**config.mk**
```make
export PLATFORM = sky130hd
export DESIGN_NAME = regfile_wb_arbiter
export DESIGN_NICKNAME = d
export VERILOG_FILES = /design/src/rtl/rv32i_pkg.sv /design/src/rtl/wb_scoreboard.sv /design/src/rtl/regfile_wb_arbiter.sv
export SDC_FILE = /design/constraint.sdc
export NUM_CORES = 1
export LEC_CHECK = 0
export CORE_MARGIN = 1.5
export CORE_UTILIZATION = 40
export DETAILED_ROUTE_END_ITERATION = 12
export DONT_BUFFER_PORTS = 1
export PLACE_DENSITY = 0.53
export SYNTH_ARGS = -nofsm -noshare
export SYNTH_HDL_FRONTEND = slang
export SYNTH_HIERARCHICAL = 1
export SYNTH_SLANG_ARGS = --single-unit
```
**constraint.sdc**
```tcl
create_clock -name clk -period 2.7 [get_ports clk]
set_input_delay 0.54 -clock clk [delete_from_list [all_inputs] [get_ports clk]]
set_output_delay 0.54 -clock clk [all_outputs]
set_load 0.05 [all_outputs]
```
**src/rtl/rv32i_pkg.sv**
```systemverilog
// rv32i_pkg: shared widths, arbitration limits and the writeback request type
//   XLEN       register data width
//   NREG       architectural register count, REG_IDX_W its index width
//   MAX_WAIT   contention cycles an ALU request may lose before it is forced through
//   wb_req_t   {valid, rdsel, data} writeback request / registered write-port image
package rv32i_pkg;
   localparam int XLEN = 32;
   localparam int NREG = 32;
   localparam int REG_IDX_W = $clog2(NREG);
   localparam int MAX_WAIT = 4;
   localparam int WAIT_W = $clog2(MAX_WAIT + 1);
   typedef logic [REG_IDX_W-1:0] reg_idx_t;
   typedef struct packed {
      logic valid;
      reg_idx_t rdsel;
      logic [XLEN-1:0] data;
   } wb_req_t;
endpackage

```
**src/rtl/wb_scoreboard.sv**
```systemverilog
// wb_scoreboard: per-register outstanding-write bits with two combinational read ports
//   clk, reset          clock, synchronous active-high reset (clears every bit)
//   set_en, set_idx     issue of a register-writing instruction
//   clr_en, clr_idx     writeback grant for a register
//   rs1sel, rs2sel      hazard query indices
//   rs1_busy, rs2_busy  queried register has an outstanding write (x0 never busy)
module wb_scoreboard
   import rv32i_pkg::*;
(
   input  logic                 clk,
   input  logic                 reset,
   input  logic                 set_en,
   input  logic [REG_IDX_W-1:0] set_idx,
   input  logic                 clr_en,
   input  logic [REG_IDX_W-1:0] clr_idx,
   input  logic [REG_IDX_W-1:0] rs1sel,
   input  logic [REG_IDX_W-1:0] rs2sel,
   output logic                 rs1_busy,
   output logic                 rs2_busy
);
   logic [NREG-1:0] busy, set_mask, clr_mask;
   always_comb begin
      set_mask = '0;
      clr_mask = '0;
      set_mask[set_idx] = set_en;
      clr_mask[clr_idx] = clr_en;
   end
   // set is applied after clear so a same-cycle reissue keeps the newer producer outstanding;
   // bit 0 is masked so x0 can never become busy
   always_ff @(posedge clk)
      busy <= reset ? '0 : ((busy & ~clr_mask) | set_mask) & ~NREG'(1);
   assign rs1_busy = busy[rs1sel];
   assign rs2_busy = busy[rs2sel];
endmodule

```
**src/rtl/regfile_wb_arbiter.sv**
```systemverilog
// regfile_wb_arbiter: arbitrates ALU/load writebacks onto the single regfile write port
//   clk, reset                               clock, synchronous active-high reset
//   alu_valid/alu_rdsel/alu_data, alu_ready  ALU writeback request and acceptance
//   mem_valid/mem_rdsel/mem_data, mem_ready  load writeback request and acceptance
//   issue_valid, issue_rdsel                 decode marks a destination outstanding
//   rs1sel/rs2sel, rs1_busy/rs2_busy         RAW hazard query against the scoreboard
//   enrd, rdsel, rd                          registered regfile write port
module regfile_wb_arbiter
   import rv32i_pkg::*;
(
   input  logic                 clk,
   input  logic                 reset,
   input  logic                 alu_valid,
   output logic                 alu_ready,
   input  logic [REG_IDX_W-1:0] alu_rdsel,
   input  logic [XLEN-1:0]      alu_data,
   input  logic                 mem_valid,
   output logic                 mem_ready,
   input  logic [REG_IDX_W-1:0] mem_rdsel,
   input  logic [XLEN-1:0]      mem_data,
   input  logic                 issue_valid,
   input  logic [REG_IDX_W-1:0] issue_rdsel,
   input  logic [REG_IDX_W-1:0] rs1sel,
   input  logic [REG_IDX_W-1:0] rs2sel,
   output logic                 rs1_busy,
   output logic                 rs2_busy,
   output logic                 enrd,
   output logic [REG_IDX_W-1:0] rdsel,
   output logic [XLEN-1:0]      rd
);
   logic [WAIT_W-1:0] wait_cnt;
   logic alu_nz, mem_nz, starve, alu_grant, mem_grant;
   wb_req_t wb_d, wb_q;
   // x0 requests never compete for the port, they are simply acknowledged
   always_comb begin
      alu_nz = alu_valid && alu_rdsel != '0;
      mem_nz = mem_valid && mem_rdsel != '0;
      starve = wait_cnt == WAIT_W'(MAX_WAIT);
      alu_grant = alu_nz && (!mem_nz || starve);
      mem_grant = mem_nz && !alu_grant;
      alu_ready = !reset && alu_valid && (alu_rdsel == '0 || alu_grant);
      mem_ready = !reset && mem_valid && (mem_rdsel == '0 || mem_grant);
      wb_d = alu_grant ? wb_req_t'{valid: 1'b1, rdsel: alu_rdsel, data: alu_data}
           : mem_grant ? wb_req_t'{valid: 1'b1, rdsel: mem_rdsel, data: mem_data}
           : wb_req_t'{valid: 1'b0, rdsel: wb_q.rdsel, data: wb_q.data};
   end
   always_ff @(posedge clk) begin
      wb_q <= reset ? '0 : wb_d;
      if (reset || !alu_nz || alu_grant)
         wait_cnt <= '0;
      else if (!starve)
         wait_cnt <= wait_cnt + WAIT_W'(1);
   end
   assign enrd = wb_q.valid;
   assign rdsel = wb_q.rdsel;
   assign rd = wb_q.data;
   wb_scoreboard u_sb (
      .clk      (clk),
      .reset    (reset),
      .set_en   (issue_valid),
      .set_idx  (issue_rdsel),
      .clr_en   (wb_d.valid),
      .clr_idx  (wb_d.rdsel),
      .rs1sel   (rs1sel),
      .rs2sel   (rs2sel),
      .rs1_busy (rs1_busy),
      .rs2_busy (rs2_busy)
   );
endmodule
```
; After elaboration in Yosys (flattened, before gate mapping)
; Cells that the tools add are included.
[op_classes]
addsub = 1
order_cmp = 6
n_eq_ne = 1
mux = 10
bitwise = 5
n_reduce_logical = 24
[op_table]
columns = op, count
row1 = 32-bit bitwise AND, 3
row2 = 38-bit 2-to-1 mux, 2
row3 = 32-bit NOT, 1
row4 = 32-bit bitwise OR, 1
row5 = "5-bit by 6-bit less-than comparator with 1-bit output, second input constant", 4
row6 = 1-bit binary-select mux with 5-bit select, 2
row7 = 1-bit demux with 5-bit select, 2
row8 = "5-bit by 1-bit >= comparator with 1-bit output, second input constant", 2
row9 = 1-bit logical AND, 10
row10 = 5-bit logical NOT, 2
row11 = 5-bit nonzero test, 2
row12 = 1-bit logical OR, 5
row13 = 1-bit logical NOT, 4
row14 = 1-bit 2-to-1 mux, 4
row15 = "3-bit by 1-bit adder with 3-bit output, second input constant", 1
row16 = "3-bit == test, second input constant", 1
row17 = 2-bit nonzero test, 1
[totals]
regBits = 72
out_inout_bits = 42

; Longest topological paths before layout
; Gate-level depths: netlist of run 1.
[logic_depth]
depth_word = 17
depth_mapped = 10

; Modules after synthesis
; The synthesis of run 1 kept the hierarchy.
[modules_own_cells]
columns = module, n_inst, cells_each, area_each_um2, seq_area_each_um2
row1 = regfile_wb_arbiter, 1, 221, 2070.7, 820.8
row2 = wb_scoreboard, 1, 229, 1819.2, 620.6

; Worst setup path after synthesis of run 1
; OpenSTA, ideal clock, no wires.
[synth_timing]
path_type = input to output
from = input alu_rdsel[3]
to = output mem_ready
t_arrival_ns = 2.684
required_ns = 2.160
setup_slack_ns = -0.524
path_stages = 5
path_buffers = 1
path_cell_list = or3_1 o31ai_4 buf_2 nor3_1 nor3b_1
[synth_via]
elab_chain_cells = 7
[synth_lines]
columns = item, line_no
row1 = "start, declared", regfile_wb_arbiter.sv:15  ; input logic [REG_IDX_W-1:0] alu_rdsel,
row2 = 5-bit nonzero test, regfile_wb_arbiter.sv:36  ; alu_nz = alu_valid && alu_rdsel != '0;
row3 = 1-bit logical AND, regfile_wb_arbiter.sv:36
row4 = 1-bit logical AND, regfile_wb_arbiter.sv:39  ; alu_grant = alu_nz && (!mem_nz || starve);
row5 = 1-bit logical NOT, regfile_wb_arbiter.sv:40  ; mem_grant = mem_nz && !alu_grant;
row6 = 1-bit logical AND, regfile_wb_arbiter.sv:40
row7 = 1-bit logical OR, regfile_wb_arbiter.sv:42  ; mem_ready = !reset && mem_valid && (mem_rdsel == '0 || mem_grant);
row8 = 1-bit logical AND, regfile_wb_arbiter.sv:42
row9 = "end, declared", regfile_wb_arbiter.sv:18  ; output logic mem_ready,
; No other way between the ends.

; Final worst setup path of run 1
; Ends and elaborated chain as after synthesis.

==> reports/qor.txt, run 1 <==
Run status - finished, final reports clean
Clock transition at path regs - 80 ps
Post-CTS Setup Bufs - 0
Worst setup margin - 222 ps
Required time of the critical path - 2160 ps
Largest net degree at the start of global routing - 73
Pwr Density - 588 nW/um2
Syn Inst Count - 450
H-Tree Depth - 3
Tmin final - 2480 ps
Worst min path class - in -> reg
VDD IR max - 252 uV
Via count - 3419
Yosys top cell area share - 37.1%
Die Height - 102 um
Global route total overflow - 0
# DRC - 0
Leakage power total - 1.48 nW
Die Span X - 102 um
First-pass GRT wire length - 16400 um
Worst-path fanout max - 8
EDFF count, synth - 0
Ant diodes - 0
Drt pass-1 iters - 5
P_sw - 0.000797 W
DP Area - 4010 um2
Port Buffers - 0
#FFs+latches synth - 72
Area grow syn2layout - 8.20%
Filler-free cell count of the finished design - 580
Sw Ratio - 32.2%
Initial antenna violation count - 0
Synth async-reset ratio - 0%
Drt wl/cell - 18.4 um
Hold path start - reset
Crit. End Element - output pin
Setup_tns - 0 ps
Reg2reg start - wait_cnt[0]$_SDFFE_PP0N_
Worst Max-Slew Pin Slew - 766 ps
Worst Setup Start Kind - input pin
Skew-Pair Late Insertion Delay - 340 ps
Max-Cap Viols - 0
Worst reg2reg path depth - 10
Clk buf depth - 2
Internal power - 0.00168 W
Max Transition Viols Final - 0
Clock Power Share - 34.5%
Fmax - 403 MHz
Ys flop type - dfxtp_1
Yosys cell types - 44
Worst Setup SP - alu_rdsel[3]
Final hold viol count - 0
Leading cell type by number of instances after synthesis - dfxtp_1
R2r endpoint - u_sb/busy[7]$_SDFF_PP0_
Placed cells - 564
Clock Skew - 8.41 ps
Gpl congestion - 0.765
Slew HR - 48.8%
Seq/Total Area, Yosys - 37.1%
Inserted Clock Buffers - 9
Core region area - 9330 um2
Multi-input combinational cell area - 2150 um2
Share of layout cells above drive strength 1 - 10.9%
Mapped Nets - 546
Top cells by area, synth - dfxtp_1 37%, o221a_1 9.3%, a21oi_1 5.5%, a31oi_1 5.5%, mux2i_1 4.9%
Yosys warnings - 6
Flop2flop setup slack - 280 ps
Vias per inst - 5.89
Clk root buf - clkbuf_8
Crit path arrival time - 1940 ps
RSZ-0062 raised after global routing - no
Sequential share of power - 52.8%
IO Count - 136
Detailed-placement wirelength estimate - 7510 um
FF/Latch Area - 1440 um2
Tot GR Track Use - 20.1%
Clock Sink Count - 72
Initial core utilization - 41.7%
Vias in the first global route - 3215
Period utilization - 91.8%
Synth Area per Inst - 8.64 um2
DRT antenna net count - 0
Layout fillers - 903
Critical setup path kind - in -> out
Final wirelength - 10700 um
Pwr Total - 0.00248 W
Die footprint - 10300 um2
Post-synth top area cell - dfxtp_1
Hold Path Depth - 1
Final Setup Violations - 0
Synthesized area - 3890 um2
CTS tree - built
Initial DRC count - 334
Layout Nets - 542
Most common library cells after synthesis - 72 x dfxtp_1, 46 x nand2_1, 43 x a21oi_1
Final instance area - 4210 um2
Placement Setup Slack - 177 ps
Comb power frac - 12.7%
Hold EP - u_sb/busy[24]$_SDFF_PP0_
Row count - 35
routing by layer:
layer | vias to the layer above | wire, um | global-route usage (%)
met3 | 6 | 923 | 6.07
met1 | 1614 | 4870 | 28.5
li1 | 1670 | - | -
met5 | - | 0 | 0
met2 | 129 | 4840 | 30.5
met4 | 0 | 59 | 3.74
how the worst max path moves through the flow:
| stage | endpoint | slack [ps] | depth (start not counted) |
|---|---|---|---|
| 2_1_floorplan | mem_ready | -40 | 5 |
| 3_3_place_gp | u_sb/busy[6]$_SDFF_PP0_ | 210 | 7 |
| 3_5_place_dp | rd[30]$_SDFFE_PP0P_ | 180 | 6 |
| 4_1_cts | mem_ready | 180 | 8 |
| 5_1_grt | mem_ready | 40 | 8 |
| 6_report | mem_ready | 220 | 6 |
power groups by stage:
stage	sequential (W)	clock [W]	combinational (W)
after floorplan	0.00133	0	0.000272
after global placement	0.00133	0	0.000307
after detailed placement	0.00133	0	0.000311
after CTS	0.00131	0.000869	0.000313
after global routing	0.00131	0.000927	0.000346
final	0.00131	0.000855	0.000314
sequential cells by signal, summed over array words and instances (netlist names):
register,cells
wait_cnt,3
rd,32
rdsel,5
enrd,1
u_sb/busy,31
metrics by stage:
stage	util, %	hold WS [ps]
after floorplan	-	424
after global placement	43.0	439
after detailed placement	43.0	442
after CTS	45.1	253
after global routing	45.1	242
final	45.1	267
placed cells by master, fill, tap and decap left out, drive strengths merged, types with 5 or more instances in the layout:
| master | count |
|---|---|
| dfxtp | 72 |
| nand2 | 46 |
| a21oi | 43 |
| inv | 37 |
| o21ai | 37 |
| a31oi | 34 |
| o221a | 32 |
| nand3 | 19 |
| mux2i | 19 |
| buf | 15 |
| nor2 | 13 |
| clkbuf | 10 |
| nor3b | 7 |
| mux4 | 6 |
| nand3b | 5 |
| nand2b | 5 |
critical path, stage by stage:
cell	delay [ps]
or3_1	430
o31ai_4	370
buf_4	190
nor3_1	50
nor3b_2	150
buf_4	210
logic make-up after synthesis:
logic type / after synthesis / synth area share, %
mux: 25 / 8.36
buf+inv: 66 / 8.01
flops: 72 / 37.1
simple gates: 116 / 15.1
compound gates: 169 / 30.9
fa+ha+maj: 2 / 0.643
what timing repair did:
action / CTS / global route
gates resized for setup: 0 / 1
hold buffers: 0 / 0
endpoints found under the setup margin: 0 / 1
area by class of cell:
class,count,area share [%]
sequential,72,34.2
multi-input combinational,312,51.1
tap,129,3.83
clock buffer,10,3.03
clock inverter,6,1.61
inverter,36,3.21
timing repair buffer,15,2.97
(Power assumes the default switching activity.)
==> run 2: changes to the inputs <==
Settings changed: CAP_MARGIN set to 30.
==> results of run 2 <==
Same layout as run 1: the final DEF is identical, and so are final timing and power.
==> run 3: changes to the inputs <==
Settings changed: SKIP_CTS_REPAIR_TIMING set to 1.
==> results of run 3 <==
Same layout as run 1: the final DEF is identical, and so are final timing and power.
